[config.mk]
export PLATFORM = sky130hd
export DESIGN_NAME = btn_input
export DESIGN_NICKNAME = d
export VERILOG_FILES = /design/src/rtl/btn_input.sv
export SDC_FILE = /design/constraint.sdc
export NUM_CORES = 1
export LEC_CHECK = 0
export CAP_MARGIN = 25
export CORE_MARGIN = 2
export CORE_UTILIZATION = 50
export CTS_CLUSTER_SIZE = 30
export DETAILED_ROUTE_END_ITERATION = 10
export PLACE_DENSITY = 0.66
export SETUP_SLACK_MARGIN = 0.2
export SYNTH_ARGS = -nofsm -noshare
export SYNTH_HDL_FRONTEND = slang
export SYNTH_SLANG_ARGS = --single-unit
[constraint.sdc]
create_clock -name clk -period 6.2 [get_ports clk]
set_clock_uncertainty 0.1 [all_clocks]
set_input_delay 1.24 -clock clk [delete_from_list [all_inputs] [get_ports clk]]
set_output_delay 1.24 -clock clk [all_outputs]
set_load 0.005 [all_outputs]
[src/rtl/btn_input.sv]
`default_nettype none
// ============================================================================
// Module   : btn_input
// Brief    : N-channel button conditioner: 2-flop sync, debounce, press/release
//            pulses and auto-repeat step pulses. The release output is named
//            release_pulse because "release" is a reserved word.
// Revision : 1.0 - initial release
// ============================================================================
module btn_input #(
    parameter int N               = 5,
    parameter int DEBOUNCE_CYCLES = 100000,
    parameter int REPEAT_DELAY    = 5000000,
    parameter int REPEAT_PERIOD   = 1000000
) (
    input  logic         clk,
    input  logic         rst_n,
    input  logic [N-1:0] btn,
    output logic [N-1:0] level,
    output logic [N-1:0] press,
    output logic [N-1:0] release_pulse,
    output logic [N-1:0] step
);

    localparam int c_DB_W    = $clog2(DEBOUNCE_CYCLES + 1);
    localparam int c_RPT_MAX = (REPEAT_DELAY > REPEAT_PERIOD) ? REPEAT_DELAY : REPEAT_PERIOD;
    localparam int c_RPT_W   = $clog2(c_RPT_MAX + 1);

    localparam logic [c_DB_W-1:0]  c_DB_LAST  = c_DB_W'(DEBOUNCE_CYCLES - 1);
    localparam logic [c_RPT_W-1:0] c_RD_LAST  = c_RPT_W'(REPEAT_DELAY - 1);
    localparam logic [c_RPT_W-1:0] c_RP_LAST  = c_RPT_W'(REPEAT_PERIOD - 1);

    typedef enum logic [1:0] {
        ST_IDLE   = 2'd0,
        ST_DELAY  = 2'd1,
        ST_REPEAT = 2'd2
    } rpt_state_t;

    genvar g;
    generate
        for (g = 0; g < N; g++) begin : g_ch
            logic               r_sync1;
            logic               r_sync2;
            logic               r_level;
            logic               r_press;
            logic               r_release;
            logic               r_step;
            logic [c_DB_W-1:0]  r_db_cnt;
            logic [c_RPT_W-1:0] r_rpt_cnt;
            rpt_state_t         r_state;

            logic w_differs;
            logic w_accept;
            logic w_rise;
            logic w_fall;

            assign w_differs = (r_sync2 != r_level);
            assign w_accept  = w_differs && (r_db_cnt == c_DB_LAST);
            assign w_rise    = w_accept && !r_level;
            assign w_fall    = w_accept && r_level;

            always_ff @(posedge clk or negedge rst_n) begin
                if (!rst_n) begin
                    r_sync1 <= 1'b0;
                    r_sync2 <= 1'b0;
                end else begin
                    r_sync1 <= btn[g];
                    r_sync2 <= r_sync1;
                end
            end

            // Any cycle where the synchronized value agrees with level restarts the count.
            always_ff @(posedge clk or negedge rst_n) begin
                if (!rst_n) begin
                    r_db_cnt  <= '0;
                    r_level   <= 1'b0;
                    r_press   <= 1'b0;
                    r_release <= 1'b0;
                end else begin
                    r_press   <= w_rise;
                    r_release <= w_fall;
                    if (!w_differs || w_accept) begin
                        r_db_cnt <= '0;
                    end else begin
                        r_db_cnt <= r_db_cnt + 1'b1;
                    end
                    if (w_accept) begin
                        r_level <= ~r_level;
                    end
                end
            end

            // Release takes priority over an expiring repeat count.
            always_ff @(posedge clk or negedge rst_n) begin
                if (!rst_n) begin
                    r_state   <= ST_IDLE;
                    r_rpt_cnt <= '0;
                    r_step    <= 1'b0;
                end else begin
                    r_step <= 1'b0;
                    case (r_state)
                        ST_IDLE: begin
                            r_rpt_cnt <= '0;
                            if (w_rise) begin
                                r_step  <= 1'b1;
                                r_state <= ST_DELAY;
                            end
                        end
                        ST_DELAY: begin
                            if (w_fall) begin
                                r_rpt_cnt <= '0;
                                r_state   <= ST_IDLE;
                            end else if (r_rpt_cnt == c_RD_LAST) begin
                                r_step    <= 1'b1;
                                r_rpt_cnt <= '0;
                                r_state   <= ST_REPEAT;
                            end else begin
                                r_rpt_cnt <= r_rpt_cnt + 1'b1;
                            end
                        end
                        ST_REPEAT: begin
                            if (w_fall) begin
                                r_rpt_cnt <= '0;
                                r_state   <= ST_IDLE;
                            end else if (r_rpt_cnt == c_RP_LAST) begin
                                r_step    <= 1'b1;
                                r_rpt_cnt <= '0;
                            end else begin
                                r_rpt_cnt <= r_rpt_cnt + 1'b1;
                            end
                        end
                        default: begin
                            r_rpt_cnt <= '0;
                            r_state   <= ST_IDLE;
                        end
                    endcase
                end
            end

            assign level[g]         = r_level;
            assign press[g]         = r_press;
            assign release_pulse[g] = r_release;
            assign step[g]          = r_step;
        end
    endgenerate

endmodule
`default_nettype wire

After elaboration in Yosys (flattened, before gate mapping)
Index checks and enable logic that the tools add are counted.
{"block": "classes", "n_reduce_logical": 40, "eq_ne": 45, "mux": 85, "n_addsub": 10, "n_bitwise": 5}
{"op": "$mux W23", "n": 20}
{"op": "$pmux W23 S2", "n": 5}
{"op": "$add A23 B1 Y23 const B", "n": 5}
{"op": "$eq A23 B20 Y1 const B", "n": 5}
{"op": "$eq A23 B23 Y1 const B", "n": 5}
{"op": "$add A17 B1 Y17 const B", "n": 5}
{"op": "$eq A17 B17 Y1 const B", "n": 5}
{"op": "$mux W17", "n": 5}
{"op": "$mux W2", "n": 20}
{"op": "$pmux W2 S3", "n": 5}
{"op": "$mux W1", "n": 25}
{"op": "$ne A2 B2 Y1 const B", "n": 10}
{"op": "$logic_and A1 B1 Y1", "n": 15}
{"op": "$ne A3 B3 Y1 const B", "n": 5}
{"op": "$pmux W1 S3", "n": 5}
{"op": "$reduce_and A3 Y1", "n": 5}
{"op": "$eq A2 B1 Y1 const B", "n": 5}
{"op": "$eq A2 B2 Y1 const B", "n": 5}
{"op": "$logic_not A1 Y1", "n": 10}
{"op": "$logic_not A2 Y1", "n": 5}
{"op": "$logic_or A1 B1 Y1", "n": 5}
{"op": "$ne A1 B1 Y1", "n": 5}
{"op": "$not A1 Y1", "n": 5}
{"block": "totals", "ff_bits": 240, "input_bits": 7, "out_inout_bits": 20}

Longest topological paths before layout
Gate-level depths: netlist of the first run.
{"block": "depth", "word_depth": 5, "mapped_depth": 8}

Worst setup path before layout of the first run
No wires, ideal clock.
{"block": "synth_path", "path_kind": "reg-to-reg", "from": "register g_ch[0].r_db_cnt[0]", "to": "register g_ch[0].r_state[0]", "path_stages_with_launch": 8, "slack_ps": 3984, "t_arrival_ps": 1984, "setup_time_ps": 131, "path_buffers": 1, "required_ps": 5969, "cell_sequence": "dfrtp_1 -> ha_1 -> and4_1 -> clkbuf_1 -> nand4_1 -> o31ai_1 -> a21oi_1 -> or3_1"}
{"block": "synth_between", "elab_chain_cells": 5}
{"element": "start, declared", "line_no": "47", "rtl": "logic [c_DB_W-1:0] r_db_cnt;"}
{"element": "start signal, assigned", "line_no": "84", "rtl": "r_db_cnt <= r_db_cnt + 1'b1;"}
{"element": "$eq A17 B17 Y1 *", "line_no": "57", "rtl": "assign w_accept = w_differs && (r_db_cnt == c_DB_LAST);"}
{"element": "$logic_and A1 B1 Y1 *", "line_no": "57"}
{"element": "$logic_and A1 B1 Y1 (on tied branches)", "line_no": "59, 58"}
{"element": "$ne A3 B3 Y1 (no source line) (tied with other cells)"}
{"element": "$reduce_and A3 Y1 (no source line) or $pmux W2 S3 (tied branches)"}
{"element": "end signal, assigned", "line_no": "95", "rtl": "r_state <= ST_IDLE;"}
{"element": "end signal, assigned", "line_no": "105", "rtl": "r_state <= ST_DELAY;"}
{"element": "end signal, assigned", "line_no": "111", "rtl": "r_state <= ST_IDLE;"}
{"element": "end, declared", "line_no": "49", "rtl": "rpt_state_t r_state;"}
Mark *: on every way between the ends. The rest lies on a longest branch, timed or not.
A chain may end at the register's enable or synchronous reset.

Worst setup path in the final report of the first run
{"block": "layout_path", "from": "register g_ch[0].r_level", "to": "output port level[0]"}
{"element": "start, declared", "line_no": "43", "rtl": "logic r_level;"}
{"element": "start signal, assigned", "line_no": "87", "rtl": "r_level <= ~r_level;"}
{"element": "end, declared", "line_no": "18", "rtl": "output logic [N-1:0] level,"}
No word-level cell between the ends.

==> reports/metrics.cfg, run 1 <==
[setup_path]
start_kind = register
critPathMaxFanout = 8
crit_path_top_delay_cell = clkdlybuf4s50_1
setup.worst_path.end_class = primary output
critPathBufInv = 1
criticalPathCategory = register to primary output
cp.arrival_ns = 1.55
crit_family = buffers and inverters
crit_chain = clkdlybuf4s50_1
worstPathRequired_ns = 4.86
cpPeakStageDelay_ns = 0.55

[finish]
design_area_um2 = 13500
area_growth_syn_to_layout_pct = 11.5
stdcell_count = 1589
post_route_cells_drive_above_1_share_pct = 4.96
diodes = 0
nNetsFinal = 1288

[synthesis]
synth_cells = 1237
ys_ff_latch = 240
yosysUniqueCellTypes = 54
synth_area_um2 = 12100
yosysSeqAreaShare_pct = 49.8
yosysWarnings = 0
postSynthNetCount = 1274
async_flop_share_pct = 100
synth_top_area_share_pct = 49.8
ys.flop_type = dfrtp_1
yosysTopAreaCell = dfrtp_1
synth.avg_cell_area_um2 = 9.75
synthTopCellsByArea = dfrtp_1, nor2_1, xor2_1
synth_edf_count = 0

[grt]
grt_max_degree = 132
grt_pass1_vias = 8333
grt_overflow = 0
antenna_found_initial = 1
grt_pass1_wl_um = 38400
grt_use_total_pct = 17.3

[clock_tree]
cts_buffers = 26
cts_sinks = 240
cts_tree = yes
root_buffer = clkbuf_16
htree_levels = 1
cts_max_path_buffers = 3
clkTransAtPathRegs_ns = 0.05
insertion_delay_ns = 0.52
cts_resized = 0
cts_setup_buffers = 0
ctsHoldBuffers = 0

[die]
core_um2 = 23600
die_w_um = 159
initial_utilization_pct = 51.1
num_rows = 56
die_h_um = 159
dieArea_um2 = 25400
io_pins = 27

[flow_run]
drv_cap = 0

[timing]
finalSetupViolCount = 0
finalCriticalPeriod_ns = 2.89
hold_viol_final = 0
fin_setup_tns_ns = 0
drv_slew = 0
holdWs_ns = 0.248
worst_pin_slew_ns = 0.954
rsz0062_at_grt = false
max_slew_margin_pct = 36.4
fmax_mhz = 347
fin_crit_sh_pct = 46.5

[drt]
totalWireLength_um = 21300
drtPass1Iterations = 5
num_vias = 8542
wire_per_inst_um = 13.4
drc = 0
vias_per_cell = 5.38
ant_nets = 0
drtIter0Drc = 529

[run_status]
status = complete, no violations

[placed_design]
dp.cells = 1542
dpl_cell_area_um2 = 12500
io_buffers = 26
dp_hpwl_um = 14200
place.gp.congestion = 0.793

[pwr]
peakVddDrop_uv = 203
power.total_w = 0.00332
power_density_nw_per_um2 = 247
p_leak_nw = 5.43

[min_path]
hold_path.class = register to register

worst paths after layout:
check	startpoint	end	slack, ns	cells after the start
worst max-delay path	g_ch[0].r_level	level[0]	3.31	1
worst min-delay path	g_ch[0].r_sync1	g_ch[0].r_sync2	0.25	0
worst max register to register	g_ch[2].r_db_cnt[12]	g_ch[2].r_rpt_cnt[12]	3.57	5
worst min register to register	g_ch[0].r_sync1	g_ch[0].r_sync2	0.25	0
max in group asynchronous	rst_n	g_ch[3].r_press	4.02	2
min in group asynchronous	rst_n	g_ch[0].r_rpt_cnt[13]	0.70	1
layout make-up:
class                      count  area, um^2
tap                          319         399
clock buffer                  35         756
inverter                      36         135
clock inverter                12         190
multi-input combinational    918        5680
fill                        2049       10200
sequential                   240        6010
timing repair buffer          29         288
registers in the layout, indices dropped and copies added, names as in the netlist:
name	count
g_ch.r_db_cnt	85
g_ch.r_level	5
g_ch.r_press	5
g_ch.r_release	5
g_ch.r_rpt_cnt	115
g_ch.r_state	10
g_ch.r_step	5
g_ch.r_sync1	5
g_ch.r_sync2	5
worst reg2reg max path, stage by stage (launching register included):
cell and delay [ns]:
dfrtp_1 0.42, nor4b_1 0.50, nand4_1 0.47, o21ai_0 0.31, a21o_1 0.57, nor2_1 0.13
placed cells by master, fill, tap and decap left out, types with 9 or more instances in the layout:
cell / count
nor4b_1: 15
or4_1: 9
and2_1: 13
ha_1: 30
clkdlybuf4s50_1: 25
nand4_1: 51
inv_1: 36
xnor2_1: 87
nor3_1: 39
a21oi_1: 11
nor4_1: 15
xor2_1: 89
and3_1: 32
nor2_1: 234
nand3_1: 75
o21ai_0: 18
and4_1: 19
or3_1: 13
dfrtp_1: 240
nand2_1: 81
clkbuf_16: 27
synth_stat cells, drive strengths merged, types with 9 or more instances:
| library cell | count |
|---|---|
| inv | 36 |
| nor3 | 39 |
| nand3 | 75 |
| and2 | 13 |
| dfrtp | 240 |
| nand2 | 81 |
| nor4 | 16 |
| clkbuf | 13 |
| xor2 | 89 |
| nand4 | 51 |
| o21ai | 18 |
| nor4b | 15 |
| and3 | 32 |
| and4 | 19 |
| buf | 30 |
| or4 | 9 |
| nor2 | 234 |
| xnor2 | 87 |
| or3 | 14 |
| ha | 30 |
| a21oi | 11 |
per-layer routing:
layer  vias up  share of wire, %  GRT usage (%)
met2        99                46           28.2
li1       4298                 -              -
met3        27               3.3           2.47
met5         -                 0              0
met4         0               2.0           3.97
met1      4118                49           24.6
report_power, final:
part           internal [W]  leakage (nW)   total, W  switching [W]
clock               0.00106         0.463    0.00168       0.000618
combinational     0.0000138          1.65  0.0000593      0.0000455
sequential          0.00158          3.32    0.00159      0.0000100
total               0.00265          5.43    0.00332       0.000673
cells by family after synthesis:
family	Yosys count	synth area share [%]
AOI/OAI and AO/OA	72	4.07
xor gates and xnor gates	176	12.8
adders and majority gates	30	3.11
buffers and inverters	79	3.17
DFF	240	49.8
muxes	6	0.550
and+or+nand+nor	634	26.5
metrics by stage:
stage / utilization [%] / setup slack [ns]
after floorplan: - / 3.98
after global placement: 53.0 / 3.34
after detailed placement: 53.0 / 3.31
after CTS: 57.0 / 3.29
after global routing: 57.0 / 3.24
final: 57.0 / 3.31
No activity file was read; power rests on OpenSTA's default activity.
==> run 2, diff against run 1 <==
Clock period 6.2 ns to 2.8 ns, I/O delays scaled along.
==> run 2 against run 1 <==
Compared with the run above:
- critical path depth rose by 3
- largest cell class unchanged
- sequential share of layout area fell by 0.46 points
- utilization increased by 0.60 points
- routed wire length up 1.4%
- final area up 1.1%
- clock power rose by 120%
- via count grew 0.76%
- register-to-register slack got worse by 3.1 ns
- die area did not move
- critical endpoint is now g_ch[4].r_state[0]
- clock-buffer cell count is 2 higher
- non-clock buffer count grew 12
- first-iteration DRC count fell by 0.19%
==> reports/metrics.cfg, run 2 (synthesized netlist as in run 1, its figures left out) <==
[drt]
totalWireLength_um = 21600  ; +1.4%
vias_per_cell = 5.38  ; about the same
drtIter0Drc = 528  ; -0.19%
wire_per_inst_um = 13.5  ; +0.61%
drtPass1Iterations = 5  ; unchanged
num_vias = 8607  ; +0.76%
drc = 0  ; unchanged
ant_nets = 0  ; unchanged

[placed_design]
place.gp.congestion = 0.826  ; +4.2%
dp_hpwl_um = 14400  ; +1.0%
io_buffers = 26  ; unchanged

[min_path]
hold_start = g_ch[2].r_sync1
hold_depth = 0  ; unchanged
hold_path.class = register to register

[setup_path]
critPathMaxFanout = 4  ; -4
criticalPathCategory = register to register
setup.worst_path.end_class = register
worstPathRequired_ns = 3.11  ; -1.75 ns
start_kind = register
cp.arrival_ns = 2.62  ; +1.07 ns
r2r_cells = 4  ; -1
reg2reg_from = g_ch[4].r_rpt_cnt[13]
cp-startpoint = g_ch[4].r_rpt_cnt[13]

[die]
core_um2 = 23600  ; unchanged
die_h_um = 159  ; unchanged
num_rows = 56  ; unchanged
die_w_um = 159  ; unchanged
dieArea_um2 = 25400  ; unchanged
io_pins = 27  ; unchanged
initial_utilization_pct = 51.1  ; unchanged

[finish]
postLayoutCoreUtil_pct = 57.6  ; +0.60 points
final_common_cell = dfrtp_1
reg.largest.list = g_ch.r_rpt_cnt: 115 flops, g_ch.r_db_cnt: 85 flops, g_ch.r_state: 10 flops
final_cell_mix = dfrtp_1, nor2_1, xor2_1
area_growth_syn_to_layout_pct = 12.7
largest_register_ffs = 115  ; unchanged
post_route_cells_drive_above_1_share_pct = 5.77  ; +0.81 points
nNetsFinal = 1300  ; +0.93%
diodes = 0  ; unchanged
largest-register = g_ch.r_rpt_cnt

[timing]
finalSetupViolCount = 0  ; unchanged
fmax_mhz = 434
max_slew_margin_pct = 56.7  ; +20 points
worst_pin_slew_ns = 0.648  ; -0.307 ns
finalCriticalPeriod_ns = 2.31
hold_viol_final = 0  ; unchanged
fin_setup_tns_ns = 0  ; unchanged
rsz0062_at_grt = false
drv_slew = 0  ; unchanged
fin_crit_sh_pct = 82.3

[flow_run]
drv_cap = 0  ; unchanged

[run_status]
status = complete, no violations

[grt]
grt_overflow = 0  ; unchanged
grt_pass1_vias = 8238  ; -1.1%
antenna_found_initial = 0  ; -1
grt_use_total_pct = 17.2  ; -0.023 points
grt_max_degree = 64  ; -52%
grt_pass1_wl_um = 38000  ; -0.92%

[clock_tree]
cts_buffers = 26  ; unchanged
cts_max_path_buffers = 3  ; unchanged
cts_tree = yes
htree_levels = 1  ; unchanged
clkTransAtPathRegs_ns = 0.06  ; about the same
root_buffer = clkbuf_16
insertion_delay_ns = 0.53  ; about the same
cts_sinks = 240  ; unchanged

[pwr]
peakVddDrop_uv = 342  ; +69%
power_density_nw_per_um2 = 542  ; +120%
p_leak_nw = 5.50  ; +1.2%

==> run 2: cell count changes in the layout (fill, tap and decap cells not counted), sizes merged <==
cell / before / now
clkinv: 5 / 2
dlygate4sd3: 0 / 1
buf: 4 / 15
inv: 36 / 37
clkbuf: 35 / 37
==> run 2: worst paths after layout <==
check	endpoint	slack, ns
max	g_ch[4].r_state[0]	0.49
min in group asynchronous	g_ch[0].r_rpt_cnt[13]	0.46
min reg2reg	g_ch[2].r_sync2	0.25
min	g_ch[2].r_sync2	0.25
max in group asynchronous	g_ch[1].r_sync2	1.42
max reg2reg	g_ch[4].r_state[0]	0.49
==> run 2: layout make-up <==
cell class                 count  area, um^2
fill                        2056       10000
sequential                   240        6010
multi-input combinational    918        5690
clock buffer                  37         763
timing repair buffer          41         418
tap                          319         399
clock inverter                10         184
inverter                      36         135
==> run 2: through the flow <==
step           setup slack (ns)  instance area, um^2  total power [W]  hold WS [ns]  instances
3_3_place_gp              0.449                12600          0.00373         0.232       1550
3_5_place_dp              0.395                12600          0.00373         0.236       1550
5_1_grt                   0.285                13600          0.00765         0.262       1601
2_1_floorplan             0.584                12100          0.00362         0.164       1237
4_1_cts                   0.369                13600          0.00749         0.251       1598
6_report                  0.494                13600          0.00737         0.247       1601
==> run 2: critical path, stage by stage, from the launching register on <==
cell and delay [ns]:
dfrtp_1 0.39, or4b_2 0.73, nor4_1 0.51, o211ai_1 0.17
mux2_2 0.29
==> run 2: routing by layer <==
metal	up-vias	GRT usage (%)	part of all wire, %
met5	-	0	0
met1	4169	24.3	49
met2	86	28.2	46
li1	4323	-	-
met3	29	2.71	2.8
met4	0	4.17	2.1
==> run 2: what timing repair did <==
item                       4_1_cts  5_1_grt
resized for setup                0        2
hold endpoints to repair        60        0
setup buffers                    0        3
hold buffers                     1        0
setup endpoints to repair        0        1
==> run 2: power breakdown <==
part           total [W]  internal (W)  switching (W)
clock network    0.00371       0.00235        0.00136
registers        0.00352       0.00349      0.0000222
logic           0.000144     0.0000395       0.000105
